**src/rtl/sync_fiford_arb_if.sv**
```systemverilog
// Consumer/FIFO-side bundle of the round-robin read-port arbiter.
// The master drives requests and FIFO status; the slave (arbiter) drives grants.
interface sync_fiford_arb_if #(
    parameter int NREQ = 4,
    parameter int DW   = 32
);
    logic [NREQ-1:0] req_i;
    logic            rempty_i;
    logic            ren_i;
    logic [DW-1:0]   rdata_i;
    logic            rfifo_o;
    logic [NREQ-1:0] gnt_o;
    logic [NREQ-1:0] vld_o;
    logic [DW-1:0]   rdata_o;
    logic            busy_o;

    modport master (
        output req_i, rempty_i, ren_i, rdata_i,
        input  rfifo_o, gnt_o, vld_o, rdata_o, busy_o
    );

    modport slave (
        input  req_i, rempty_i, ren_i, rdata_i,
        output rfifo_o, gnt_o, vld_o, rdata_o, busy_o
    );
endinterface

```
**src/rtl/sync_fiford_arb.sv**
```systemverilog
// Round-robin arbiter sharing one FIFO read port between NREQ consumers,
// granting bursts of up to BURST words with one IDLE bubble between grants.
module sync_fiford_arb #(
    parameter int NREQ  = 4,
    parameter int BURST = 4,
    parameter int DW    = 32,
    parameter int CW    = 8
) (
    input  logic             rclk,
    input  logic             rst_n,
    sync_fiford_arb_if.slave bus
);
    localparam int PW = $clog2(NREQ);
    localparam logic [PW:0]     SH_ONE  = 1;
    localparam logic [NREQ-1:0] GNT_ONE = 1;

    typedef enum logic {IDLE = 1'b0, BUSY = 1'b1} state_t;

    state_t          state, next_state;
    logic [NREQ-1:0] gnt_q, vld_q;
    logic [PW-1:0]   ptr_q, gidx_q, pick_idx;
    logic [CW-1:0]   cnt_q;
    logic [2*NREQ-1:0] rot;
    logic            pick_vld, release_now;
    int              off;

    // Rotate the doubled request vector so bit 0 is the requester after ptr.
    always_comb begin
        // NOTE: every signal gets a default first so no path leaves it unassigned (no latch).
        rot      = {bus.req_i, bus.req_i} >> ({1'b0, ptr_q} + SH_ONE);
        pick_vld = |bus.req_i;
        off      = 0;
        for (int i = NREQ - 1; i >= 0; i--) begin
            if (rot[i]) off = i;
        end
        pick_idx = PW'((int'(ptr_q) + 1 + off) % NREQ);
    end

    always_comb begin
        release_now = (bus.ren_i && (cnt_q == CW'(BURST - 1)))
                   || !bus.req_i[gidx_q]
                   || (bus.rempty_i && !bus.ren_i);
    end

    always_ff @(posedge rclk or negedge rst_n) begin
        if (!rst_n) begin
            state <= IDLE;
        end else begin
            // NOTE: non-blocking assignments so every register samples pre-edge values.
            state <= next_state;
        end
    end

    always_comb begin
        next_state = state;
        case (state)
            IDLE:    if (pick_vld && !bus.rempty_i) next_state = BUSY;
            BUSY:    if (release_now) next_state = IDLE;
            default: next_state = IDLE;
        endcase
    end

    always_comb begin
        bus.rfifo_o = (state == BUSY) && bus.req_i[gidx_q];
        bus.busy_o  = (state == BUSY);
        bus.gnt_o   = gnt_q;
        bus.vld_o   = vld_q;
        bus.rdata_o = DW'(bus.rdata_i);
    end

    // Grant, pointer and burst counter; ptr keeps the last winner for rotation.
    always_ff @(posedge rclk or negedge rst_n) begin
        if (!rst_n) begin
            gnt_q  <= '0;
            vld_q  <= '0;
            gidx_q <= '0;
            ptr_q  <= PW'(NREQ - 1);
            cnt_q  <= '0;
        end else begin
            vld_q <= bus.ren_i ? gnt_q : '0;
            if (state == IDLE) begin
                if (next_state == BUSY) begin
                    gnt_q  <= GNT_ONE << pick_idx;
                    gidx_q <= pick_idx;
                    cnt_q  <= '0;
                end
            end else if (release_now) begin
                gnt_q <= '0;
                ptr_q <= gidx_q;
                cnt_q <= '0;
            end else if (bus.ren_i) begin
                cnt_q <= cnt_q + CW'(1);
            end
        end
    end
endmodule

```
**src/flat_wrapper.sv**
```systemverilog
// flat-port wrapper written by rule: the top's interface ports become plain ports
module sync_fiford_arb_flat 
#(
    parameter int NREQ  = 4,
    parameter int BURST = 4,
    parameter int DW    = 32,
    parameter int CW    = 8
)
  (rclk, rst_n, bus_req_i, bus_rempty_i, bus_ren_i, bus_rdata_i, bus_rfifo_o, bus_gnt_o, bus_vld_o, bus_rdata_o, bus_busy_o);
  sync_fiford_arb_if #(.NREQ(NREQ), .DW(DW)) bus_i ();
  input  logic rclk;
  input  logic rst_n;
  input wire logic [$bits(bus_i.req_i)-1:0] bus_req_i;
  input wire logic [$bits(bus_i.rempty_i)-1:0] bus_rempty_i;
  input wire logic [$bits(bus_i.ren_i)-1:0] bus_ren_i;
  input wire logic [$bits(bus_i.rdata_i)-1:0] bus_rdata_i;
  output wire logic [$bits(bus_i.rfifo_o)-1:0] bus_rfifo_o;
  output wire logic [$bits(bus_i.gnt_o)-1:0] bus_gnt_o;
  output wire logic [$bits(bus_i.vld_o)-1:0] bus_vld_o;
  output wire logic [$bits(bus_i.rdata_o)-1:0] bus_rdata_o;
  output wire logic [$bits(bus_i.busy_o)-1:0] bus_busy_o;
  assign bus_i.req_i = bus_req_i;
  assign bus_i.rempty_i = bus_rempty_i;
  assign bus_i.ren_i = bus_ren_i;
  assign bus_i.rdata_i = bus_rdata_i;
  assign bus_rfifo_o = bus_i.rfifo_o;
  assign bus_gnt_o = bus_i.gnt_o;
  assign bus_vld_o = bus_i.vld_o;
  assign bus_rdata_o = bus_i.rdata_o;
  assign bus_busy_o = bus_i.busy_o;
  sync_fiford_arb #(.NREQ(NREQ), .BURST(BURST), .DW(DW), .CW(CW)) u_core (.rclk(rclk), .rst_n(rst_n), .bus(bus_i));
endmodule
```
**config.mk**
```make
export PLATFORM = sky130hd
export DESIGN_NAME = sync_fiford_arb_flat
export DESIGN_NICKNAME = d
export VERILOG_FILES = /design/src/rtl/sync_fiford_arb_if.sv /design/src/rtl/sync_fiford_arb.sv /design/src/flat_wrapper.sv
export SDC_FILE = /design/constraint.sdc
export NUM_CORES = 1
export LEC_CHECK = 0
export CORE_ASPECT_RATIO = 1.5
export CORE_MARGIN = 2
export CORE_UTILIZATION = 25
export DETAILED_ROUTE_END_ITERATION = 16
export SYNTH_ARGS = -nofsm -noshare
export SYNTH_HDL_FRONTEND = slang
export SYNTH_SLANG_ARGS = --single-unit
```
**constraint.sdc**
```tcl
create_clock -name rclk -period 4.3 [get_ports rclk]
set_input_delay 1.075 -clock rclk [delete_from_list [all_inputs] [get_ports rclk]]
set_output_delay 1.075 -clock rclk [all_outputs]
set_load 0.01 [all_outputs]
```
==> results of run 1 <==
layer usage:
layer / GRT usage [%] / vias up / routed length (um) / part of all wire (%)
met2: 12.9 / 22 / 1210 / 47
met3: 1.27 / 6 / 149 / 5.8
met4: 6.12 / 0 / 55 / 2.1
li1: - / 500 / - / -
met1: 11.4 / 466 / 1180 / 45
met5: 0 / - / 0 / 0
logic make-up (layout without fill, tap and decap cells):
| group | after synthesis | in the layout | synth area share (%) |
|---|---|---|---|
| adder cells (fa/ha/maj) | 3 | 3 | 2.57 |
| multiplexers | 4 | 4 | 4.37 |
| XOR/XNOR | 8 | 8 | 4.80 |
| flip-flops | 21 | 21 | 36.2 |
| AO/OA/AOI/OAI | 24 | 24 | 11.7 |
| AND/OR/NAND/NOR | 61 | 61 | 20.8 |
| buffers and inverters | 39 | 24 | 19.6 |
how the worst max path moves through the flow:
stage / start / endpoint / slack, ns / cells past startpoint
3_3_place_gp: bus_req_i[3] / bus_rfifo_o / 0.35 / 4
2_1_floorplan: bus_req_i[3] / bus_rfifo_o / 1.31 / 3
4_1_cts: bus_req_i[3] / bus_rfifo_o / 0.34 / 4
6_report: bus_req_i[3] / bus_rfifo_o / 0.34 / 4
5_1_grt: bus_req_i[3] / bus_rfifo_o / 0.31 / 4
3_5_place_dp: bus_req_i[3] / bus_rfifo_o / 0.34 / 4
sequential cells by signal (all words and copies together) (netlist names):
signal,count
u_core.cnt_q,8
u_core.bus.gnt_o,4
u_core.bus.vld_o,4
u_core.gidx_q,2
u_core.ptr_q,2
u_core.bus.busy_o,1
cell type report:
cell class                      count  area (um^2)
Fill cell                         636         4210
Multi-Input combinational cell    100          646
Timing Repair Buffer               18          178
Sequential cell                    21          528
Inverter                            2         7.51
Clock buffer                        4         45.0
Tap cell                           72         90.1
Yosys cell counts (2+ instances only):
cell type | count | area, um^2
a211oi_1 | 3 | 22.5
a21oi_1 | 3 | 15.0
a31oi_1 | 2 | 12.5
and2_1 | 5 | 31.3
and3_1 | 2 | 12.5
buf_2 | 3 | 15.0
buf_4 | 32 | 240
buf_6 | 2 | 22.5
dfrtp_1 | 19 | 475
dfstp_2 | 2 | 52.6
ha_1 | 3 | 37.5
inv_1 | 2 | 7.51
mux2_4 | 2 | 30.0
nand2_1 | 9 | 33.8
nand3_1 | 16 | 80.1
nand4_1 | 2 | 12.5
nor2_1 | 13 | 48.8
nor2b_1 | 2 | 12.5
nor3_1 | 7 | 35.0
o211ai_1 | 2 | 15.0
o21ai_0 | 6 | 30.0
o31ai_1 | 2 | 15.0
xnor2_1 | 4 | 35.0
xor2_1 | 4 | 35.0
placed cells by master (no fill, tap or decap), types with 3 or more instances in the layout:
| master | count |
|---|---|
| clkdlybuf4s50_1 | 17 |
| xor2_1 | 4 |
| xnor2_1 | 4 |
| a211oi_1 | 3 |
| o21ai_0 | 6 |
| a21oi_1 | 3 |
| nand2_1 | 9 |
| and2_1 | 5 |
| clkbuf_8 | 3 |
| nand3_1 | 16 |
| nor2_1 | 13 |
| ha_1 | 3 |
| dfrtp_1 | 19 |
| nor3_1 | 7 |
power groups by stage:
stage	Combinational, mW	Clock (mW)	Sequential, mW
6_report	0.347	0.130	0.307
5_1_grt	0.394	0.144	0.314
4_1_cts	0.350	0.133	0.307
3_5_place_dp	0.349	0	0.310
3_3_place_gp	0.346	0	0.310
2_1_floorplan	0.291	0	0.289
worst max-delay path: cells and delay by family:
family	cells	cell delay (ns)
muxes	1	0.58
buffers and inverters	2	1.00
and+or+nand+nor	1	0.23
through the flow:
step,cell area [um^2],utilization [%],hold WS [ns],power [mW],std cells
floorplan,1460,-,0.479,0.580,160
global placement,1450,25.4,0.499,0.656,213
detailed placement,1450,25.4,0.502,0.659,213
CTS,1490,26.2,0.519,0.790,217
global route,1490,26.2,0.545,0.852,217
finish,1490,26.2,0.510,0.785,217
==> reports/results.tsv, run 1 <==
metric	value	unit
core area	5700	um^2
Async SR Flop Fraction	100	%
Synth cell types	37	
CTS root buf	clkbuf_8	
setup TNS	0	ns
antenna violations before repair	0	
cell depth of the worst flop-to-flop path	9	
RSZ-0062 raised after global routing	no	
ANT cells	0	
first-iteration detailed-routing DRC count	50	
Power Dens Cells	525	nW/um^2
Worst setup EP type	output pin	
R2R Setup Slk	2.09	ns
Synth Cell Area	1460	um^2
hold path start	u_core.bus.gnt_o[0]	
fin crit share	92.2	%
io pins	82	
Critical Path AT	2.89	ns
count of final hold-check violations	0	
crit path time final	3.96	ns
share of layout cells above drive strength 1	9.66	%
final WL	2590	um
CP peak stage delay	0.58	ns
# Post-CTS Setup Buffers	0	
Min-Delay Path Depth	1	
r2r startpoint	u_core.ptr_q[0]	
Combinational Power Share	44.3	%
critical path class	in2out	
grt total ovfl	0	
area growth from synthesis to layout	2.40	%
Post-DRT Antenna Nets	0	
top_reg_cell synth	dfrtp_1	
first-pass GRT wire length	4400	um
final setup fails	0	
measured slew at the worst slew-check pin	0.927	ns
DRC Markers	0	
via/cell ratio	4.58	
Synth Net Count	203	
Worst-Skew Late Latency	0.26	ns
CP max-delay cell	mux4_2	
via count	994	
clock power share	16.6	%
VDD IR max	0.168	mV
FMAX	252	MHz
Reg power frac	39.2	%
CP max FO	8	
GP Congestion	0.741	
drt pass-1 iters	5	
CTS tree	built	
Worst slew margin	38.0	%
EDFF count, synth	0	
Seq/Total Area, Yosys	36.2	%
Switching Fraction	37.3	%
Endpoint, Worst Hold	u_core.bus.vld_o[0]	
Post-Syn Instances	160	
sw power	0.293	mW
CTS resizes	0	
Setup WS pre-CTS	0.342	ns
IO Port Bufs	17	
clock sink total	21	
H-Tree Depth	1	
RR Endpoint	u_core.bus.gnt_o[2]	
fin nets	189	
Worst Path Required	3.22	ns
Hold/Removal Path Class	reg2reg	
clk buf depth	2	
clk_skew	0.000718	ns
Max-cap violations	0	
Startpoint Class	primary input	
clk slew on worst S/H paths	0.08	ns
Mapped Avg Cell Area	9.12	um^2
hpwl dp	1930	um
Die W	66.4	um
pin count of the biggest net entering global routing	22	
run status	completed	
vias in the first global route	948	
crit-path cells	clkdlybuf4s50_1, mux4_2, and2_2, clkdlybuf4s50_1	
Seq cells post-synth	21	
Int Power	0.492	mW
Synthesis Warnings	0	
CTS buffer count	3	
Cell Rows	34	
Leakage	0.611	nW
Crit path top cell by count	clkdlybuf4s50_1	
initial core utilization	25.6	%
Die Area	6480	um^2
final worst slack	0.336	ns
Die Y	97.6	um
final slew viol count	0	
WL/cell	11.9	um
Post-CTS Hold Buffers	0	
GRT Overall Usage	8.74	%
(Power assumes the default switching activity.)
==> run 2, diff against run 1 <==
--- a/config.mk
+++ b/config.mk
@@ -9,6 +9,7 @@
 export CORE_MARGIN = 2
 export CORE_UTILIZATION = 25
 export DETAILED_ROUTE_END_ITERATION = 16
+export GPL_ROUTABILITY_DRIVEN = 0
 export SYNTH_ARGS = -nofsm -noshare
 export SYNTH_HDL_FRONTEND = slang
 export SYNTH_SLANG_ARGS = --single-unit
==> results of run 2 <==
No change in the layout: final DEF, timing and power equal those of run 1.
==> run 3, diff against run 2 <==
--- a/config.mk
+++ b/config.mk
@@ -6,7 +6,7 @@
 export NUM_CORES = 1
 export LEC_CHECK = 0
 export CORE_ASPECT_RATIO = 1.5
-export CORE_MARGIN = 2
+export CORE_MARGIN = 10
 export CORE_UTILIZATION = 25
 export DETAILED_ROUTE_END_ITERATION = 16
 export GPL_ROUTABILITY_DRIVEN = 0
==> constraint.sdc (replaced) <==
create_clock -name rclk -period 4.3 [get_ports rclk]
set_input_delay 0.645 -clock rclk [delete_from_list [all_inputs] [get_ports rclk]]
set_output_delay 0.645 -clock rclk [all_outputs]
set_load 0.01 [all_outputs]
==> run 3 against run 2 <==
Net effect:
- sequential power barely moved
- final area fell by 0.50%
- first-iteration DRC count up 78%
- clock-buffer cell count unchanged
- largest cell class unchanged
==> reports/results.tsv, run 3 (synthesized netlist as in run 1, its figures left out) <==
metric	value	unit
area growth from synthesis to layout	1.89	%
Worst-Skew Late Latency	0.26	ns
Switching Fraction	37.5	%
FF/Latch Area	528	um^2
Max-cap violations	0	
drt pass-1 iters	4	
sw power	0.295	mW
placed inst area	1440	um^2
Power Dens Cells	529	nW/um^2
r2r startpoint	u_core.ptr_q[0]	
WL/cell	12.6	um
count of final hold-check violations	0	
RR Endpoint	u_core.bus.gnt_o[2]	
H-Tree Depth	1	
setup TNS	0	ns
clock sink total	21	
Startpoint Class	primary input	
Combinational Power Share	44.6	%
CTS root buf	clkbuf_8	
CP max FO	9	
placed cell count	212	
FMAX	322	MHz
via count	1015	
final setup fails	0	
grt peak-use layer	met2	
Cell Rows	34	
hpwl dp	2170	um
run status	completed	
Die Y	114	um
R2R Setup Slk	2.04	ns
crit path time final	3.11	ns
io pins	82	
initial core utilization	25.4	%
Worst Path Required	3.65	ns
clk slew on worst S/H paths	0.07	ns
Layout Cell Area excl Fill	1490	um^2
Crit path top cell by count	clkdlybuf4s50_1	
critical path class	in2out	
final WL	2730	um
Top delay family on crit path	buffers and inverters	
Reg power frac	39.1	%
share of layout cells above drive strength 1	9.03	%
Endpoint, Worst Hold	u_core.bus.vld_o[3]	
hold path start	u_core.bus.gnt_o[3]	
Leakage	0.606	nW
clock power share	16.3	%
Post-DRT Antenna Nets	0	
met3 Use GR	1.02	%
Worst setup EP type	output pin	
Final Instance Count excl. Fillers	216	
highest-count cells in the layout ignoring fill and taps	dfrtp_1 (19), clkdlybuf4s50_1 (17), nand3_1 (16)	
IO Port Bufs	17	
Die Area	9350	um^2
Largest register FFs	8	
# Post-CTS Setup Buffers	0	
core area	5740	um^2
GRT Overall Usage	6.44	%
most common cell after layout, fill and taps aside	dfrtp_1	
crit-path cells	clkdlybuf4s50_1, mux4_2, and2_2, clkdlybuf4s50_1	
fin crit share	72.2	%
CTS buffer count	3	
Int Power	0.492	mW
fin nets	188	
cell depth of the worst flop-to-flop path	9	
first-pass GRT wire length	4870	um
met1 Use GR	7.13	%
ANT cells	0	
DRC Markers	0	
measured slew at the worst slew-check pin	0.909	ns
CP peak stage delay	0.56	ns
grt total ovfl	0	
via/cell ratio	4.70	
final slew viol count	0	
Fillers	624	
Hold/Removal Path Class	reg2reg	
first-iteration detailed-routing DRC count	89	
VDD IR max	0.240	mV
Tot Pwr	0.787	mW
Worst slew margin	39.2	%
clk_skew	0.00374	ns
Die W	82.4	um
GR Util met2	10.3	%
antenna violations before repair	0	
clk buf depth	2	
WP buf/inv	2	
vias in the first global route	1083	
CTS tree	built	
CP max-delay cell	mux4_2	
Post-CTS Hold Buffers	0	
RSZ-0062 raised after global routing	no	
Critical Path AT	2.46	ns
Min-Delay Path Depth	1	
Biggest register	u_core.cnt_q	
pin count of the biggest net entering global routing	22	
Multi-input gate area	646	um^2
CTS resizes	0	
[run 3: changes by cell type in the layout (fill, tap and decap cells not counted)]
cell,delta
buf_4,-1
[run 3: per-layer routing]
layer	up-vias	wire, um
li1	495	-
met1	475	1120
met2	31	1360
met3	14	173
met4	0	83
met5	-	0
[run 3: how the worst max path moves through the flow]
stage,startpoint,to,slack [ns],depth (start not counted)
final,bus_req_i[1],bus_rfifo_o,1.19,4
after global routing,bus_req_i[3],bus_rfifo_o,1.13,4
after CTS,bus_req_i[3],bus_rfifo_o,1.20,4
after detailed placement,bus_req_i[3],bus_rfifo_o,1.20,4
after global placement,bus_req_i[3],bus_rfifo_o,1.20,4
after floorplan,bus_req_i[3],u_core.bus.gnt_o[2],2.09,11
[run 3: stage by stage]
stage          util (%)  worst slack (ns)  hold WS (ns)
2_1_floorplan         -              2.09         0.349
3_3_place_gp       25.1              1.20         0.505
3_5_place_dp       25.1              1.20         0.499
4_1_cts            25.9              1.20         0.516
5_1_grt            25.9              1.13         0.545
6_report           25.9              1.19         0.511
[run 3: power by group through the flow]
stage               clock (mW)  combinational (mW)  sequential [mW]
floorplan                    0               0.291            0.289
global placement             0               0.351            0.311
detailed placement           0               0.355            0.312
CTS                      0.133               0.356            0.308
global route             0.143               0.396            0.319
finish                   0.128               0.351            0.308
[run 3: layout make-up]
cell class,count,share of cell area [%]
clock buffers,4,3.03
inverters,2,0.505
multi-input cells,100,43.4
flip-flops and latches,21,35.5
well taps,72,6.06
repair buffers,17,11.4
[run 3: worst reg2reg max path: cells and delay by family, from the launching register on]
| kind | cells | cell delay [ns] |
|---|---|---|
| AOI/OAI and AO/OA | 4 | 0.69 |
| xor gates and xnor gates | 1 | 0.23 |
| adders and majority gates | 1 | 0.26 |
| DFF | 1 | 0.63 |
| and+or+nand+nor | 3 | 0.37 |
==> variant 1, RTL diff (flow settings as in run 3) <==
`DW` is set to 32 in 3 places; all go to 48.
--- a/src/rtl/sync_fiford_arb_if.sv
+++ b/src/rtl/sync_fiford_arb_if.sv
@@ -2,7 +2,7 @@
 // The master drives requests and FIFO status; the slave (arbiter) drives grants.
 interface sync_fiford_arb_if #(
     parameter int NREQ = 4,
-    parameter int DW   = 32
+    parameter int DW   = 48
 );
     logic [NREQ-1:0] req_i;
     logic            rempty_i;
--- a/src/rtl/sync_fiford_arb.sv
+++ b/src/rtl/sync_fiford_arb.sv
@@ -3,7 +3,7 @@
 module sync_fiford_arb #(
     parameter int NREQ  = 4,
     parameter int BURST = 4,
-    parameter int DW    = 32,
+    parameter int DW    = 48,
     parameter int CW    = 8
 ) (
     input  logic             rclk,
--- a/src/flat_wrapper.sv
+++ b/src/flat_wrapper.sv
@@ -3,7 +3,7 @@
 #(
     parameter int NREQ  = 4,
     parameter int BURST = 4,
-    parameter int DW    = 32,
+    parameter int DW    = 48,
     parameter int CW    = 8
 )
   (rclk, rst_n, bus_req_i, bus_rempty_i, bus_ren_i, bus_rdata_i, bus_rfifo_o, bus_gnt_o, bus_vld_o, bus_rdata_o, bus_busy_o);
Ports: changed (resized bus_rdata_i and bus_rdata_o); port bits go from 82 to 114. No check against the original RTL was run, so the function may have changed too.
==> variant 1 against run 3 <==
  * Worst hold slack better by 0.018 ns
  * Area after synthesis up 8.2%
  * Global-route usage down 0.60 points
  * Sequential cell count unchanged
  * Die area up 6.5%
  * Routed wire length up 11%
  * Setup slack worse by 0.037 ns
  * Utilization down 1.6 points
  * Total power up 0.61%
  * Design area up 0.25%
  * Critical endpoint unchanged
==> variant 1: results (changes against run 3) <==
| Metric | Value |
|---|---|
| Worst Path Arrival | 2.50 ns (was 2.46 ns) |
| Net Count, Synth | 235 (was 203) |
| Clk pin slew, worst setup/hold paths | roughly 0.080 ns |
| Fin nets | 204 (was 188) |
| Top cells by count, synth | buf_4, dfrtp_1, nand3_1 (unchanged) |
| Register area share after synthesis | 0.334 (was 0.362) |
| Worst-Margin Slew | 0.921 ns (was 0.909 ns) |
| Detailed placement HPWL | 2350 um (was 2170 um) |
| First-pass GRT wire length | 5020 um (was 4870 um) |
| R2R Setup Slk | 2.02 ns (was 2.04 ns) |
| Yosys warns | 0 (unchanged) |
| Clock Tree Root | clkbuf_8 (unchanged) |
| Clock skew | 0.00202 ns (was 0.00374 ns) |
| Vias | 1,071 (was 1,015) |
| Clock tree buffer depth | 2 (unchanged) |
| Reg2Reg Depth | 9 (unchanged) |
| Leak | 0.609 nW (was 0.606 nW) |
| Reg with most FFs | u_core.cnt_q (unchanged) |
| Total GRT Usage | 0.0584 (was 0.0644) |
| Status | finished, final reports clean (unchanged) |
| Ys async rst share | 1.00 (unchanged) |
| Share of cells above drive strength 1 | 0.0972 (was 0.0903) |
| Pre-Repair DR Iteration Count | 4 (unchanged) |
| Final wirelength | 3030 um (was 2730 um) |
| Hold Slack | 0.529 ns (was 0.511 ns) |
| Delay of the slowest critical-path stage | 0.59 ns (was 0.56 ns) |
| Fill cell count | 668 (was 624) |
| Largest register FFs | 8 (unchanged) |
| Crit-path max FO | 8 (was 9) |
| Peak supply drop | 192 uV (was 240 uV) |
| Delay-heaviest family, CP | buffers and inverters (unchanged) |
| First DRT Iteration DRCs | 106 (was 89) |
| Synth top area cells | dfrtp_1, buf_4, nand3_1, dfstp_2, nor2_1 (unchanged) |
| Setup ws final | 1.16 ns (was 1.19 ns) |
variant 1: cell type report:
class / instances / area [um2] / area share
sequential: 21 / 528 / 0.354
timing repair buffer: 17 / 170 / 0.114
inverter: 2 / 7.51 / 0.00504
multi-input combinational: 100 / 646 / 0.433
tap: 74 / 92.6 / 0.0621
clock buffer: 3 / 41.3 / 0.0277
clock inverter: 1 / 5.00 / 0.00336
variant 1: cells by family after synthesis:
logic type	after synthesis	synth area share
compound gates	24	0.108
xor+xnor	8	0.0444
fa+ha+maj	3	0.0238
buf+inv	55	0.257
flops	21	0.334
mux	4	0.0404
simple gates	61	0.193
variant 1: power breakdown:
part / leakage [nW] / internal (mW) / switching [mW]
logic: 0.306 / 0.174 / 0.178
clock network: 0.0255 / 0.0645 / 0.0643
registers: 0.277 / 0.251 / 0.0599
variant 1: per-layer routing:
metal	track usage	up-vias	routed length, um
li1	-	494	-
met1	0.0698	518	1300
met2	0.0887	38	1380
met3	0.0145	21	229
met4	0.0393	0	124
met5	0	-	0
variant 1: final timing paths:
path / from / end
min in group asynchronous: rst_n / u_core.cnt_q[7]$_DFFE_PN0P_
max: bus_req_i[3] / bus_rfifo_o
max in group asynchronous: rst_n / u_core.bus.gnt_o[3]$_DFFE_PN0P_
min: u_core.bus.gnt_o[1]$_DFFE_PN0P_ / u_core.bus.vld_o[1]$_DFF_PN0_
min reg2reg: u_core.bus.gnt_o[1]$_DFFE_PN0P_ / u_core.bus.vld_o[1]$_DFF_PN0_
max reg2reg: u_core.ptr_q[0]$_DFFE_PN1P_ / u_core.bus.gnt_o[2]$_DFFE_PN0P_
variant 1: per-stage QoR:
step,cells,cell area (um2)
2_1_floorplan,176,1580
3_3_place_gp,214,1440
3_5_place_dp,214,1440
4_1_cts,218,1490
5_1_grt,218,1490
6_report,218,1490
==> variant 2, RTL diff (flow settings as in run 3) <==
Without the edit above. Reset style: synchronous (`rst_n`), changed in 2 clocked blocks.
--- a/src/rtl/sync_fiford_arb.sv
+++ b/src/rtl/sync_fiford_arb.sv
@@ -42,7 +42,7 @@
                    || (bus.rempty_i && !bus.ren_i);
     end
 
-    always_ff @(posedge rclk or negedge rst_n) begin
+    always_ff @(posedge rclk) begin
         if (!rst_n) begin
             state <= IDLE;
         end else begin
@@ -69,7 +69,7 @@
     end
 
     // Grant, pointer and burst counter; ptr keeps the last winner for rotation.
-    always_ff @(posedge rclk or negedge rst_n) begin
+    always_ff @(posedge rclk) begin
         if (!rst_n) begin
             gnt_q  <= '0;
             vld_q  <= '0;
Behaviour: differs if rst_n is asserted again (counterexample within 4 cycles, from zero or initial values and one cycle with rst_n low); with rst_n held inactive, the same outputs for 10 cycles.
==> variant 2 against run 3 <==
  * Final cell count fell by 0.46%
  * Setup slack improved by 0.049 ns
  * Fmax rose by 1.6%
  * Sequential cell count did not move
  * Design area fell by 7.2%
  * Routed wire length fell by 5.5%
  * Critical path depth rose by 7
  * Non-clock buffer count did not move
  * Area after synthesis fell by 6.4%
  * Critical path type is now in -> reg
  * Largest cell class unchanged
  * Highest routed layer unchanged
Power is not compared: it rests on default switching activity, and its combinational part moved more than twofold at a synthesized area within 25%.
==> variant 2: results (changes against run 3) <==
| Metric | Value |
|---|---|
| Cell area after placement | 1330 um2 (was 1440 um2) |
| Distinct cell type count after synthesis | 40 (was 37) |
| Diode count | 0 (unchanged) |
| Fill cell count | 598 (was 624) |
| Clock tree buffer depth | 2 (unchanged) |
| Number of global-route vias before repair | 951 (was 1,083) |
| Reg2reg end | u_core.bus.gnt_o[3]$_SDFFE_PN0P_ (was u_core.bus.gnt_o[2]$_DFFE_PN0P_) |
| Yosys warns | 0 (unchanged) |
| Most used DFF post-synth | dfxtp_1 (was dfrtp_1) |
| Gr ovfl total | 0 (unchanged) |
| Clk pin slew, worst setup/hold paths | 0.08 ns |
| Worst Hold Class | reg -> reg (unchanged) |
| R2R Setup Slk | 1.78 ns (was 2.04 ns) |
| Clock Tree Root | clkbuf_8 (unchanged) |
| Ys async rst share | 0 (was 1.00) |
| Detailed placement HPWL | 1990 um (was 2170 um) |
| Clk Latency, worst-skew pair | 0.26 ns (about the same) |
| Worst-Margin Slew | 0.675 ns (was 0.909 ns) |
| Vias | 974 (was 1,015) |
| Reg with most FFs | u_core.cnt_q (unchanged) |
| Hold_sp | u_core.bus.gnt_o[3]$_SDFFE_PN0P_ (was u_core.bus.gnt_o[3]$_DFFE_PN0P_) |
| Num CTS Buffers | 3 (unchanged) |
| Leak | about 0.53 nW |
| First-pass GRT wire length | 4370 um (was 4870 um) |
| Peak supply drop | between 100 and 150 uV |
| Pre-Repair DR Iteration Count | 4 (unchanged) |
| Reg2Reg Depth | 9 (unchanged) |
| Fin util | 0.265 (was 0.259) |
| Reg-to-Reg Start | u_core.ptr_q[0]$_SDFFE_PN1P_ (was u_core.ptr_q[0]$_DFFE_PN1P_) |
| Setup repair bufs after CTS | 0 (unchanged) |
| PostCTS Resize Cnt | 0 (unchanged) |
| Clock skew | 0.00615 ns (was 0.00374 ns) |
| Register area share after synthesis | 0.308 (was 0.362) |
| Final wirelength | 2580 um (was 2730 um) |
| H-tree levels | 1 (unchanged) |
| Net Count, Synth | 208 (was 203) |
| Total GRT Usage | 0.0604 (was 0.0644) |
| Share of cells above drive strength 1 | 0.0884 (was 0.0903) |
| Largest net degree at the start of global routing | 15 (was 22) |
| Worst Path Arrival | 3.27 ns (was 2.46 ns) |
| Max-slew violations | 0 (unchanged) |
| Status | finished, final reports clean (unchanged) |
| Largest register FFs | 8 (unchanged) |
| Synth top area cells | dfxtp_1, buf_4, nor2_1, and3_1, ha_1 (was dfrtp_1, buf_4, nand3_1, dfstp_2, nor2_1) |
| Hold Path End | u_core.bus.vld_o[3]$_SDFF_PN0_ (was u_core.bus.vld_o[3]$_DFF_PN0_) |
| First DRT Iteration DRCs | 43 (was 89) |
| Top cells by count, synth | buf_4, nor2_1, dfxtp_1 (was buf_4, dfrtp_1, nand3_1) |
| Initial antenna violation count | 0 (unchanged) |
| Crit-path max FO | 9 (unchanged) |
| Crit path from | bus_req_i[2] (was bus_req_i[1]) |
| Hold depth | 1 (unchanged) |
| Fin nets | 191 (was 188) |
| # port buffers | 17 (unchanged) |
variant 2: cell families after synthesis:
logic type                 after synthesis  synth area share
buffers and inverters                   41             0.215
and+or+nand+nor                         67             0.246
xor gates and xnor gates                 8            0.0513
muxes                                    3            0.0312
AOI/OAI and AO/OA                       22             0.121
adders and majority gates                3            0.0275
DFF                                     21             0.308
variant 2: critical path, stage by stage:
cell	delay, ns
clkdlybuf4s50_1	0.62
nor2_1	0.09
or4_2	0.54
o221ai_1	0.09
a21oi_1	0.09
ha_1	0.21
xor2_1	0.15
or2_2	0.32
nor3_1	0.18
nor3b_1	0.22
a211o_1	0.12
variant 2: layout make-up:
type | count | area share
Timing Repair Buffer | 17 | 0.123
Sequential cell | 21 | 0.305
Tap cell | 68 | 0.0617
Clock buffer | 3 | 0.0299
Clock inverter | 1 | 0.00363
Inverter | 2 | 0.00544
Multi-Input combinational cell | 103 | 0.471
variant 2: how the worst max path moves through the flow:
stage | to | slack, ns | depth (start not counted)
floorplan | u_core.bus.gnt_o[3]$_SDFFE_PN0P_ | 1.59 | 10
detailed placement | u_core.bus.gnt_o[3]$_SDFFE_PN0P_ | 0.96 | 11
finish | u_core.bus.gnt_o[3]$_SDFFE_PN0P_ | 1.24 | 11
CTS | u_core.bus.gnt_o[3]$_SDFFE_PN0P_ | 1.24 | 11
global placement | u_core.bus.gnt_o[3]$_SDFFE_PN0P_ | 1.02 | 11
global route | u_core.bus.gnt_o[3]$_SDFFE_PN0P_ | 1.09 | 11
variant 2: routing by layer:
metal | vias up | routed length (um) | track usage
met1 | 440 | 1150 | 0.0669
met5 | - | 0 | 0
met4 | 0 | 55 | 0.0411
met3 | 6 | 149 | 0.0170
met2 | 25 | 1220 | 0.0958
li1 | 503 | - | -
variant 2: power breakdown:
part / switching, mW / total (mW) / leakage [nW] / internal [mW]
sequential: 0.0108 / 0.214 / 0.170 / 0.203
combinational: 0.0403 / 0.0779 / 0.335 / 0.0376
clock: 0.0679 / 0.133 / 0.0255 / 0.0646
total: 0.119 / 0.424 / 0.531 / 0.305
variant 2: through the flow:
stage          setup slack (ns)  hold slack [ns]  std cells  total power [mW]
3_5_place_dp              0.964            0.482        211             0.296
2_1_floorplan              1.59            0.467        165             0.299
4_1_cts                    1.24            0.493        215             0.428
5_1_grt                    1.09            0.503        215             0.444
6_report                   1.24            0.491        215             0.424
3_3_place_gp               1.02            0.484        211             0.297
